===== config.mk =====
export PLATFORM = sky130hd
export DESIGN_NAME = ascon_state_mux_reg
export DESIGN_NICKNAME = d
export VERILOG_FILES = /design/src/rtl/ascon_pack.sv /design/src/rtl/state_sel_xor.sv /design/src/rtl/ascon_state_mux_reg.sv
export SDC_FILE = /design/constraint.sdc
export NUM_CORES = 1
export LEC_CHECK = 0
export BUFFER_PORTS_ARGS = -buffer_cell sky130_fd_sc_hd__buf_2
export CAP_MARGIN = 10
export CELL_PAD_IN_SITES_DETAIL_PLACEMENT = 1
export CELL_PAD_IN_SITES_GLOBAL_PLACEMENT = 2
export CORE_AREA = 2 2 632 634
export DETAILED_ROUTE_END_ITERATION = 10
export DIE_AREA = 0 0 634 636
export HOLD_SLACK_MARGIN = 0.03
export PLACE_DENSITY_LB_ADDON = 0.1
export SYNTH_ARGS = -nofsm -noshare
export SYNTH_HDL_FRONTEND = slang
export SYNTH_SLANG_ARGS = --single-unit

===== constraint.sdc =====
create_clock -name clock_i -period 1.7 [get_ports clock_i]
set_input_delay 0.255 -clock clock_i [delete_from_list [all_inputs] [get_ports clock_i]]
set_output_delay 0.255 -clock clock_i [all_outputs]
set_load 0.05 [all_outputs]

===== src/rtl/ascon_pack.sv =====
// Shared ASCON state types and source indices.
// Used by ascon_state_mux_reg and state_sel_xor.
package ascon_pack;

  localparam int ASCON_LANES  = 5;
  localparam int ASCON_LANE_W = 64;

  typedef logic [ASCON_LANES-1:0][ASCON_LANE_W-1:0] type_state;

  typedef enum logic [1:0] {
    SRC_INIT = 2'd0,
    SRC_PERM = 2'd1,
    SRC_ABS  = 2'd2
  } src_e;

  typedef enum logic {
    ST_EMPTY = 1'b0,
    ST_FULL  = 1'b1
  } fill_e;

endpackage


===== src/rtl/state_sel_xor.sv =====
// Combinational source select with range check and optional
// lane absorb (enabled by defining STATE_XOR_EN).
module state_sel_xor
  import ascon_pack::*;
#(
  parameter int NUM_SRC = 3,
  parameter int LANES   = ASCON_LANES,
  parameter int LANE_W  = ASCON_LANE_W,
  parameter int SEL_W   = $clog2(NUM_SRC)
) (
  input  logic [NUM_SRC-1:0][LANES-1:0][LANE_W-1:0] src_i,
  input  logic [SEL_W-1:0]                          sel_i,
  input  logic [LANES-1:0][LANE_W-1:0]              xor_i,
  input  logic [LANES-1:0]                          xor_mask_i,
  output logic [LANES-1:0][LANE_W-1:0]              state_o,
  output logic                                      oob_o
);

  localparam logic [SEL_W:0] NUM_SRC_C = (SEL_W+1)'(NUM_SRC);

  logic [SEL_W-1:0] idx;

  // Out-of-range selects fall back to source 0
  assign oob_o = {1'b0, sel_i} >= NUM_SRC_C;
  assign idx   = oob_o ? '0 : sel_i;

`ifdef STATE_XOR_EN
  always_comb begin
    state_o = src_i[idx];
    for (int l = 0; l < LANES; l++) begin
      if (xor_mask_i[l]) begin
        state_o[l] = src_i[idx][l] ^ xor_i[l];
      end
    end
  end
`else
  logic unused_absorb;
  assign unused_absorb = ^{xor_i, xor_mask_i};

  always_comb begin
    state_o = src_i[idx];
  end
`endif

endmodule


===== src/rtl/ascon_state_mux_reg.sv =====
// Registered NUM_SRC-way ASCON state mux with valid/ready handshake.
// Optional absorb XOR on load when STATE_XOR_EN is defined.
module ascon_state_mux_reg
  import ascon_pack::*;
#(
  parameter int NUM_SRC = 3,
  parameter int LANES   = ASCON_LANES,
  parameter int LANE_W  = ASCON_LANE_W,
  parameter int CNT_W   = 8
) (
  input  logic                                      clock_i,
  input  logic                                      resetb_i,
  input  logic [NUM_SRC-1:0][LANES-1:0][LANE_W-1:0] src_i,
  input  logic [$clog2(NUM_SRC)-1:0]                sel_i,
  input  logic                                      src_valid_i,
  output logic                                      src_ready_o,
  input  logic [LANES-1:0][LANE_W-1:0]              xor_i,
  input  logic [LANES-1:0]                          xor_mask_i,
  output logic [LANES-1:0][LANE_W-1:0]              state_o,
  output logic                                      state_valid_o,
  input  logic                                      state_ready_i,
  output logic [CNT_W-1:0]                          load_cnt_o,
  output logic                                      sel_err_o
);

  localparam int SEL_W = $clog2(NUM_SRC);

  fill_e fill_q, fill_d;

  logic [LANES-1:0][LANE_W-1:0] data_q, data_d, sel_state;
  logic [CNT_W-1:0]             cnt_q, cnt_d;
  logic                         err_q, err_d;
  logic                         sel_oob;
  logic                         accept, drain;

  state_sel_xor #(
    .NUM_SRC (NUM_SRC),
    .LANES   (LANES),
    .LANE_W  (LANE_W),
    .SEL_W   (SEL_W)
  ) u_sel (
    .src_i      (src_i),
    .sel_i      (sel_i),
    .xor_i      (xor_i),
    .xor_mask_i (xor_mask_i),
    .state_o    (sel_state),
    .oob_o      (sel_oob)
  );

  assign state_valid_o = (fill_q == ST_FULL);
  assign src_ready_o   = !state_valid_o || state_ready_i;
  assign accept        = src_valid_i && src_ready_o;
  assign drain         = state_valid_o && state_ready_i;

  always_comb begin
    fill_d = fill_q;
    unique case (fill_q)
      ST_EMPTY: if (accept) fill_d = ST_FULL;
      ST_FULL:  if (drain && !accept) fill_d = ST_EMPTY;
      default:  fill_d = ST_EMPTY;
    endcase
  end

  always_comb begin
    data_d = data_q;
    cnt_d  = cnt_q;
    err_d  = err_q;
    if (accept) begin
      data_d = sel_state;
      cnt_d  = cnt_q + CNT_W'(1);
      err_d  = err_q | sel_oob;
    end
  end

  always_ff @(posedge clock_i or negedge resetb_i) begin
    if (!resetb_i) begin
      fill_q <= ST_EMPTY;
      data_q <= '0;
      cnt_q  <= '0;
      err_q  <= 1'b0;
    end else begin
      fill_q <= fill_d;
      data_q <= data_d;
      cnt_q  <= cnt_d;
      err_q  <= err_d;
    end
  end

  assign state_o    = data_q;
  assign load_cnt_o = cnt_q;
  assign sel_err_o  = err_q;

endmodule


# Yosys cells after proc, flatten, opt, wreduce, memory -nomap -nowiden
# Index checks and enable logic that the tools add are counted.
dict set report word_totals {
  out_inout_bits 331
  mem_bits_rw 0
  latchBits 0
  input_bits 1291
  wordCells 25
  rom_bits 0
  regBits 330
  n_memories 0
}
dict set report op_classes {
  multipliers 0
  n_shift 0
  n_mux 6
  n_reduce_logical 6
  bitwise_logic 2
  add_sub_neg 1
  div 0
  eq_ne 0
  n_lt_le_gt_ge 2
}
# cell n
set ops {}
lappend ops {{320-bit binary-select mux with 2-bit select} 1}
lappend ops {{320-bit 2-to-1 mux} 1}
lappend ops {{8-bit by 1-bit adder with 8-bit output, second input constant} 1}
lappend ops {{1-bit logical AND} 3}
lappend ops {{2-bit by 3-bit < comparator with 1-bit output, second input constant} 1}
lappend ops {{2-bit >= comparator, second input constant} 1}
lappend ops {{1-bit logical NOT} 2}
lappend ops {{1-bit 2-to-1 mux} 2}
lappend ops {{2-bit 2-to-1 mux} 1}
lappend ops {{1-bit one-hot mux with 2 select lines} 1}
lappend ops {{1-bit logical OR} 1}
lappend ops {{1-bit inverter} 1}
lappend ops {{1-bit bitwise OR} 1}

# Logic depth before layout (Yosys ltp)
# Gate-level depths: netlist of the first run.
dict set report depth {
  word_depth 7
  mapped_depth 7
  depth_no_buf 3
}

# Cells and area by module
# Synthesis of the first run repeated with hierarchy kept, for this count alone.
dict set report unflattened {
  hier_cells 1779
  hier_area_um2 23945.5
}
# module instances cells_per_inst area_each_um2 seq_area_each_um2
set by_module_without_submodules {}
lappend by_module_without_submodules {ascon_state_mux_reg 1 711 13450.4 8257.9}
lappend by_module_without_submodules {state_sel_xor 1 1068 10495.1 0.0}

# Worst setup path before layout of the first run
# Ideal clock, no wire load.
dict set report synth_path {
  kind {flip-flop to flip-flop}
  startpoint {reg fill_q (netlist: state_valid_o)}
  endpoint {reg data_q, in the netlist state_o[0]}
  arrival_ns 1.792
  n_path_buf 4
  slack_ns -0.217
  setup_time_ns 0.125
  required_ns 1.575
  period_less_slack_ns 1.917
  stages_incl_launch_ff 8
  path_cell_list {dfrtp_1 > nand2b_4 > buf_6 > and2_4 > buf_6 > buf_6 > buf_6 > mux2_4}
}
dict set report synth_between {
  elab_chain_len 3
}
# item line
set synth_lines {}
lappend synth_lines {{start: declaration} ascon_state_mux_reg.sv:28} ;# fill_e fill_q, fill_d;
lappend synth_lines {{start signal: assignment} ascon_state_mux_reg.sv:82} ;# fill_q <= fill_d;
lappend synth_lines {{1-bit logical NOT} ascon_state_mux_reg.sv:51} ;# assign src_ready_o = !state_valid_o || state_ready_i;
lappend synth_lines {{1-bit logical OR} ascon_state_mux_reg.sv:51}
lappend synth_lines {{net src_ready_o} ascon_state_mux_reg.sv:16} ;# output logic src_ready_o,
lappend synth_lines {{1-bit logical AND} ascon_state_mux_reg.sv:52} ;# assign accept = src_valid_i && src_ready_o;
lappend synth_lines {{end signal: assignment} ascon_state_mux_reg.sv:83} ;# data_q <= data_d;
lappend synth_lines {{end: declaration} ascon_state_mux_reg.sv:30} ;# logic [LANES-1:0][LANE_W-1:0] data_q, data_d, sel_state;
# The timed path passes the listed nets, and every way through them passes these cells.
# A chain may end at the register's enable or synchronous reset.

# Worst setup path in the final report of the first run
dict set report layout_path {
  startpoint {reg fill_q (netlist: state_valid_o)}
  endpoint {reg data_q, in the netlist state_o[253]}
}
dict set report layout_between {
  elab_chain_len 3
}
# item line
set layout_lines {}
lappend layout_lines {{1-bit logical NOT} ascon_state_mux_reg.sv:51}
lappend layout_lines {{1-bit logical OR} ascon_state_mux_reg.sv:51}
lappend layout_lines {{1-bit logical AND} ascon_state_mux_reg.sv:52}
# No other way between the ends.

==> impl_metrics.toml, run 1 <==
[synthesis]
syn_area_per_cell_sq_um = 13.4
synth_nets = 3070
synth_top_area_share_pct = 40.2
synthTopCellsByArea = "mux2i_1 (40%), dfrtp_1 (35%), mux2_4 (17%), mux2_2 (2.4%), buf_12 (1.8%)"
synth_edf_count = 0
syn_inst = 1778
ys_seq_area_share_pct = 34.5
ys.flop_type = "dfrtp_1"
async_reset_ff_share_pct = 100
syn_area_sq_mm = 0.0239
ys_types = 22
ys_seq_elements = 330
yosysTopAreaCell = "mux2i_1"
synth_warnings = 0

[power_and_ir_drop]
p_per_area_mw_per_mm2 = 888
p_total_w = 0.0443
leakagePower_nw = 23.3
irDropWorstVdd_uv = 734

[sta]
min_period_ns = 1.79
finalSetupTns_ns = -6.34
worst_pin_slew_ns = 0.669
max_freq_mhz = 559
fin_ws_ns = -0.0878
rsz0062_at_grt = "yes"
slew_headroom_pct = 54.2
slew_viol_final = 0
setup_viol = 160
hold_ws_ns = 0.105
clock_skew_ns = 0.0120
hold_violations = 0
min_period_over_period_pct = 105

[place]
dp_hpwl_um = 162000
place_congestion = 0.748
portBuffers = 1296

[worst_setup_path]
startpoint_type = "register"
regToRegSetupSlack_ns = -0.09
path_max_fanout = 15
end_kind = "register"
required_ns = 2.28
crit_arrival_ns = 2.37
path_class = "register to register"

[finish]
drive_gt1_share_pct = 49.5
layout_common_cells = "buf_2 (971), mux2i_1 (960), dlygate4sd3_1 (739)"
layout_commonest_cell = "buf_2"
finalNetCount = 5284
syn2layout_area_growth_pct = 109

[global_routing]
grtUsageMet1_pct = 10.3
use_met2_pct = 17.5
track_usage_pct = 9.26
grt_max_degree = 37
grt_pass1_wl_um = 252000
global_route.usage.met3_pct = 2.43
grt_pass1_vias = 27100
grt.busiest_layer = "met2"
overflow = 0
antenna_found_initial = 184

[route]
ant_nets = 0
vias_per_cell = 2.59
first_pass_iters = 4
drc = 0
drtIter0Drc = 703
wl_per_cell_um = 20.5
wl_um = 193000
num_vias = 24400

[die]
start_util_pct = 6.02
die_height_um = 636
die_area_sq_mm = 0.403
die_w_um = 634
placeableCoreArea_sq_mm = 0.397
num_rows = 232
ioPinCount = 1622

[clock_tree]
clock_sinks = 330
root_buffer = "clkbuf_16"
clkTransAtPathRegs_ns = 0.07
cts_tree = "done"
htree_levels = 2
clockBufferDepth = 3
cts_buffers = 59
worstSkewPairLatency_ns = 0.70

[status]
violations = "negative setup slack"
outcome = "finished with violations"

[hold_path]
hold_class = "primary input to register"

[flow_run]
max-cap-violations = 0
[cells in the mapped netlist (2+ instances only)]
master / instances
mux2i_1: 960
dfrtp_1: 330
mux2_4: 270
buf_2: 65
mux2_2: 50
buf_4: 46
buf_12: 22
buf_6: 10
xnor2_1: 6
nand4_1: 4
and2_1: 2
and4_1: 2
nand3_1: 2
[power breakdown]
part | internal (W) | switching [W]
clock network | 0.00807 | 0.00528
registers | 0.00947 | 0.00112
logic | 0.00861 | 0.0117
total | 0.0262 | 0.0182
[cell families after synthesis]
group           share of synthesized area [%]
fa+ha+maj                              0.0523
flops                                    34.5
compound gates                         0.0366
mux                                      59.6
simple gates                            0.419
buf+inv                                  5.13
xor+xnor                                0.256
[final cells by class]
type                    count  area (sq um)
clock inverters            28           353
diodes                     87           218
fillers                 46300        347000
flip-flops and latches    330          8280
multi-input cells        1304         14500
clock buffers              78          1680
well taps                5265          6590
repair buffers           2297         18300
[repair_timing]
action | in CTS | in global routing
buffers inserted | 27 | 13
setup endpoints to repair | 452 | 263
hold buffers | 739 | 0
cloned | 5 | 2
endpoints found under the hold margin | 535 | 0
resized for setup | 459 | 36
[flip-flops by register name (all words and copies together) (netlist names)]
name,flops
sel_err_o,1
load_cnt_o,8
state_valid_o,1
state_o,320
[per-layer routing]
layer,up-vias,part of all wire (%)
li1,11200,-
met1,12000,39
met2,857,52
met3,333,6.0
met4,24,2.8
met5,-,0.072
[metrics by stage]
step                utilization [%]  cell area, sq um  worst slack, ns  std cells
CTS                            12.4             49400           -0.155       9287
global placement               9.64             38300           -0.449       8411
detailed placement             9.64             38300           -0.433       8411
floorplan                         -             23900          -0.0740       1778
global route                   12.5             49700           -0.133       9320
finish                         12.6             49900          -0.0878       9389
[worst paths after layout]
path                                from            to  depth (start not counted)
setup / recovery           state_valid_o  state_o[253]                          6
hold / removal                src_i[491]  state_o[171]                          4
setup reg to reg           state_valid_o  state_o[253]                          6
hold reg to reg                sel_err_o     sel_err_o                          1
max in group asynchronous       resetb_i   state_o[10]                          3
min in group asynchronous       resetb_i   state_o[18]                          3
[worst max-delay path, stage by stage (launching register included)]
cell      delay (ns)
dfrtp_2         0.43
nand2b_4        0.09
and2_4          0.19
buf_16          0.19
buf_6           0.16
buf_16          0.18
mux2_4          0.31
Power figures use the tool's default switching activity.
==> inputs of run 2 (changes only) <==
Settings changed: GPL_TIMING_DRIVEN set to 0.
==> run 2 against run 1 <==
Effect of this change:
- clock power is 12% higher
- critical endpoint is now state_o[294]
- setup slack better by 0.011 ns
- first-iteration DRC count is 12% lower
- sequential share of layout area is 0.43 points lower
- total power is 6.7% higher
- sequential power hardly changed
- combinational power is 5% higher
- the run still ends with negative setup slack left
- non-clock buffer count is 26 higher
- register-to-register slack hardly changed
- clock skew is 0.042 ns higher
- critical path type unchanged
- largest power group unchanged
==> impl_metrics.toml, run 2 (same netlist as run 1, synthesis figures left out) <==
[status]
outcome = "finished with violations"
violations = "negative setup slack"

[hold_path]
hold_class = "primary input to async pin"

[die]
num_rows = 232
die_w_um = 634
die_area_sq_mm = 0.403
die_height_um = 636
placeableCoreArea_sq_mm = 0.397
ioPinCount = 1622
start_util_pct = 6.02

[place]
portBuffers = 1294
dp_hpwl_um = 172000
place_congestion = 0.747

[route]
drc = 0
ant_nets = 0
first_pass_iters = 4
wl_per_cell_um = 22.6
drtIter0Drc = 620
vias_per_cell = 2.59
num_vias = 24400
wl_um = 212000

[global_routing]
track_usage_pct = 10.2
antenna_found_initial = 148
overflow = 0
grt_pass1_vias = 27800
grt_pass1_wl_um = 274000
grt_max_degree = 71

[finish]
layout_commonest_cell = "buf_2"
syn2layout_area_growth_pct = 114
utilization_pct = 12.9
drive_gt1_share_pct = 49.6
layout_common_cells = "buf_2 (1,011), mux2i_1 (951), dlygate4sd3_1 (757)"
fillers = 46100
finalNetCount = 5322
largest_reg_flops = 320

[power_and_ir_drop]
leakagePower_nw = 23.7
irDropWorstVdd_uv = 573
p_per_area_mw_per_mm2 = 924

[worst_setup_path]
crit_family = "buffers and inverters"
critical_path_buf_inv_count = 5
end_kind = "register"
max_stage_delay_ns = 0.41
cpMostUsedCell = "buf_12"
crit_path_top_delay_cell = "dfrtp_2"
regToRegSetupSlack_ns = -0.08
r2r-start = "state_valid_o"
timing.rr.end = "state_o[294]"
startpoint_type = "register"
crit_arrival_ns = 2.43
worstPathCellList = "nand2b_4, and2_4, buf_16, buf_16, buf_12, buf_12, buf_12, mux2_4"
reg2regPathDepth = 8
path_max_fanout = 6
required_ns = 2.35
path_class = "register to register"

[sta]
finalSetupTns_ns = -5.04
setup_viol = 133
slew_viol_final = 0
fin_ws_ns = -0.0770
clock_skew_ns = 0.0538
min_period_ns = 1.78
worst_pin_slew_ns = 0.753
max_freq_mhz = 563
hold_violations = 0
min_period_over_period_pct = 105
slew_headroom_pct = 48.4
rsz0062_at_grt = "yes"

[clock_tree]
cts_buffers = 71
root_buffer = "clkbuf_16"
clockBufferDepth = 4
worstSkewPairLatency_ns = 0.77
cts_tree = "done"
clkTransAtPathRegs_ns = 0.06
clock_sinks = 330
htree_levels = 3

[flow_run]
max-cap-violations = 0
[run 2: cell count changes in the layout (fill, tap and decap cells not counted), sizes merged]
cell,change
buf,+6
clkinv,-8
inv,+1
bufbuf,-1
clkinvlp,+4
dlygate4sd3,+18
diode,-24
bufinv,-2
clkbuf,+19
[run 2: worst max path at each step]
| stage | start | to | slack [ns] | cells past startpoint |
|---|---|---|---|---|
| after detailed placement | sel_i[0] | state_o[183] | -1.88 | 6 |
| after CTS | state_valid_o | state_o[115] | -0.23 | 9 |
| after global placement | resetb_i | state_valid_o | -10.71 | 1 |
| final | state_valid_o | state_o[294] | -0.08 | 8 |
| after floorplan | state_valid_o | state_o[0] | -0.07 | 7 |
| after global routing | state_valid_o | state_o[204] | -0.14 | 8 |
[run 2: what timing repair did]
item                                    CTS  global route
hold endpoints to repair                336            18
cloned                                   25             1
hold buffers                            756             1
buffers inserted                        107            14
resized for setup                       776            34
endpoints found under the setup margin  654           420
[run 2: through the flow]
step	cells	power (W)	hold WS, ns	setup slack, ns	cell area, sq um
6_report	9402	0.0473	0.0123	-0.0770	51200
3_5_place_dp	8341	0.0278	0.327	-1.88	37100
2_1_floorplan	1778	0.0208	-0.0406	-0.0740	23900
4_1_cts	9345	0.0493	0.0305	-0.228	51200
5_1_grt	9360	0.0502	-0.00572	-0.144	51100
3_3_place_gp	8337	0.0279	0.452	-10.71	37000
[run 2: routing by layer]
| layer | GRT usage (%) | vias to the layer above | wire, um |
|---|---|---|---|
| li1 | - | 11200 | - |
| met1 | 11.3 | 12000 | 82300 |
| met2 | 19.2 | 840 | 112000 |
| met3 | 2.88 | 280 | 13800 |
| met4 | 2.00 | 14 | 4510 |
| met5 | 0 | - | 99 |
[run 2: cell type report]
cell class | count | area (sq um) | share of cell area, %
Timing Repair Buffer | 2188 | 18000 | 35.2
Multi-Input combinational cell | 1304 | 14500 | 28.3
Sequential cell | 330 | 8280 | 16.2
Tap cell | 5265 | 6590 | 12.9
Clock buffer | 94 | 2010 | 3.93
Buffer | 135 | 1330 | 2.60
Clock inverter | 23 | 295 | 0.577
Antenna cell | 63 | 158 | 0.308
[run 2: power breakdown]
group | switching, W | internal [W]
logic | 0.0121 | 0.00940
clock network | 0.00586 | 0.00917
registers | 0.00132 | 0.00948
total | 0.0192 | 0.0281
==> inputs of run 3 (changes only) <==
Settings changed: CORE_AREA 2 2 632 634 to 2 2 627 629, DIE_AREA 0 0 634 636 to 0 0 629 631, PLACE_DENSITY set to 0.41, PLACE_DENSITY_LB_ADDON 0.1 to not set, REMOVE_ABC_BUFFERS set to 1.
Clock period 1.7 ns to 2.1 ns, I/O delays scaled along.
==> run 3 against run 2 <==
Effect of this change:
- utilization shrank 1.6 points
- the run still ends with negative setup slack left
- cell count is 6.1% lower
- critical endpoint is now state_o[232]
- sequential power shrank 22%
- via count decreased by 7.5%
- sequential share of layout area increased by 2.6 points
- sequential cell count unchanged
- routed wire length decreased by 5.1%
- clock power fell by 29%
- die area shrank 1.6%
==> impl_metrics.toml, run 3 (same netlist as run 1, synthesis figures left out) <==
[status]
outcome = "finished with violations"
violations = "negative setup slack"

[worst_setup_path]
reg2regPathDepth = 6
cp-startpoint = "sel_i[0]"
required_ns = 2.72
startpoint_type = "primary input"
crit_arrival_ns = 2.86
path_max_fanout = 68
timing.rr.end = "state_o[254]"
regToRegSetupSlack_ns = 0.06
path_class = "primary input to register"
end_kind = "register"
r2r-start = "state_valid_o"

[hold_path]
hold_start = "src_i[801]"
hold_class = "primary input to register"
worstHoldEndpoint = "state_o[161]"
hold-path-cell-count = 4

[finish]
multi_input_area_sq_mm = 0.0145
fin_area_sq_mm = 0.0441
fillers = 45900
utilization_pct = 11.3
layout_common_cells = "buf_2 (1,283), mux2i_1 (947), dlygate4sd3_1 (484)"
fin_cells = 8826
layout_commonest_cell = "buf_2"
largest_reg_flops = 320
drive_gt1_share_pct = 49.4
seq_area_sq_mm = 0.00826
finalNetCount = 4832
syn2layout_area_growth_pct = 84.5

[sta]
rsz0062_at_grt = "yes"
hold_ws_ns = 0.116
slew_viol_final = 0
slew_headroom_pct = 37.3
max_freq_mhz = 446
min_period_ns = 2.24
hold_violations = 0
worst_pin_slew_ns = 0.914
min_period_over_period_pct = 107
setup_viol = 16
clock_skew_ns = 0.0373
fin_ws_ns = -0.142

[clock_tree]
clkTransAtPathRegs_ns = 0.07
cts_buffers = 57
worstSkewPairLatency_ns = 0.73
htree_levels = 2
cts_tree = "done"
clockBufferDepth = 3
clock_sinks = 330
root_buffer = "clkbuf_16"

[global_routing]
grt_pass1_wl_um = 256000
grt_max_degree = 89
track_usage_pct = 9.79
grt_pass1_vias = 24800
antenna_found_initial = 68
overflow = 0

[die]
placeableCoreArea_sq_mm = 0.391
start_util_pct = 6.12
num_rows = 230
die_w_um = 629
die_height_um = 631
die_area_sq_mm = 0.397
ioPinCount = 1622

[flow_run]
max-cap-violations = 0

[place]
place_congestion = 0.873
dp_hpwl_um = 165000
portBuffers = 1296
dpl-instance-area_sq_mm = 0.0364
dp.cells = 8174

[power_and_ir_drop]
leakagePower_nw = 20.8
p_per_area_mw_per_mm2 = 782
p_total_w = 0.0345
irDropWorstVdd_uv = 583

[route]
wl_um = 202000
num_vias = 22500
drtIter0Drc = 608
first_pass_iters = 4
vias_per_cell = 2.55
drc = 0
wl_per_cell_um = 22.8
ant_nets = 0
-- run 3: changes by cell type in the layout (fill, tap and decap cells not counted), moves of 30 or more --
| cell | change |
|---|---|
| buf_12 | -61 |
| dlygate4sd3_1 | -273 |
| buf_4 | -174 |
| buf_8 | -30 |
| buf_2 | +272 |
| buf_6 | -226 |
| diode_2 | -39 |
-- run 3: cell type report --
type / instances / share of cell area, %
diodes: 24 / 0.136
clock buffers: 79 / 3.63
clock inverters: 22 / 0.860
multi-input cells: 1305 / 32.9
flip-flops and latches: 330 / 18.7
well taps: 5220 / 14.8
repair buffers: 1846 / 29.0
-- run 3: how the worst max path moves through the flow --
| stage | to | slack (ns) | depth (start not counted) |
|---|---|---|---|
| after detailed placement | state_o[71] | -1.91 | 7 |
| after global placement | state_o[144] | -16.91 | 4 |
| final | state_o[232] | -0.14 | 7 |
| after CTS | state_o[257] | 0.009 | 1 |
| after floorplan | state_o[127] | -2.73 | 3 |
| after global routing | state_o[41] | -0.10 | 7 |
-- run 3: worst max-delay path, stage by stage --
cell,delay [ns]
buf_16,0.26
buf_16,0.35
buf_16,0.33
buf_16,0.32
mux2i_1,0.42
mux2i_1,0.17
mux2_4,0.29
-- run 3: layer usage --
layer | vias up | track usage, % | share of wire [%] | wire length [um]
li1 | 10200 | - | - | -
met4 | 26 | 1.96 | 2.0 | 4120
met2 | 725 | 17.3 | 50 | 101000
met3 | 181 | 4.09 | 9.0 | 18100
met5 | - | 0 | 0.088 | 177
met1 | 11400 | 10.9 | 39 | 78500
-- run 3: metrics by stage --
step | TNS [ns] | setup slack, ns
2_1_floorplan | -867.27 | -2.73
3_3_place_gp | -7552.85 | -16.91
3_5_place_dp | -271.33 | -1.91
4_1_cts | 0 | 0.00921
5_1_grt | -0.576 | -0.103
6_report | -0.721 | -0.142
-- run 3: repair_timing --
item / in CTS / in global routing
gates cloned: 14 / 0
gates resized for setup: 25 / 26
pin swaps: 0 / 0
endpoints found under the setup margin: 311 / 77
hold endpoints to repair: 259 / 0
setup buffers: 14 / 0
hold buffers: 500 / 0
-- run 3: power by group --
group	leakage, nW	switching (W)	internal (W)
clock	0.961	0.00423	0.00647
combinational	15.9	0.0102	0.00512
sequential	3.86	0.000801	0.00765
total	20.8	0.0153	0.0192
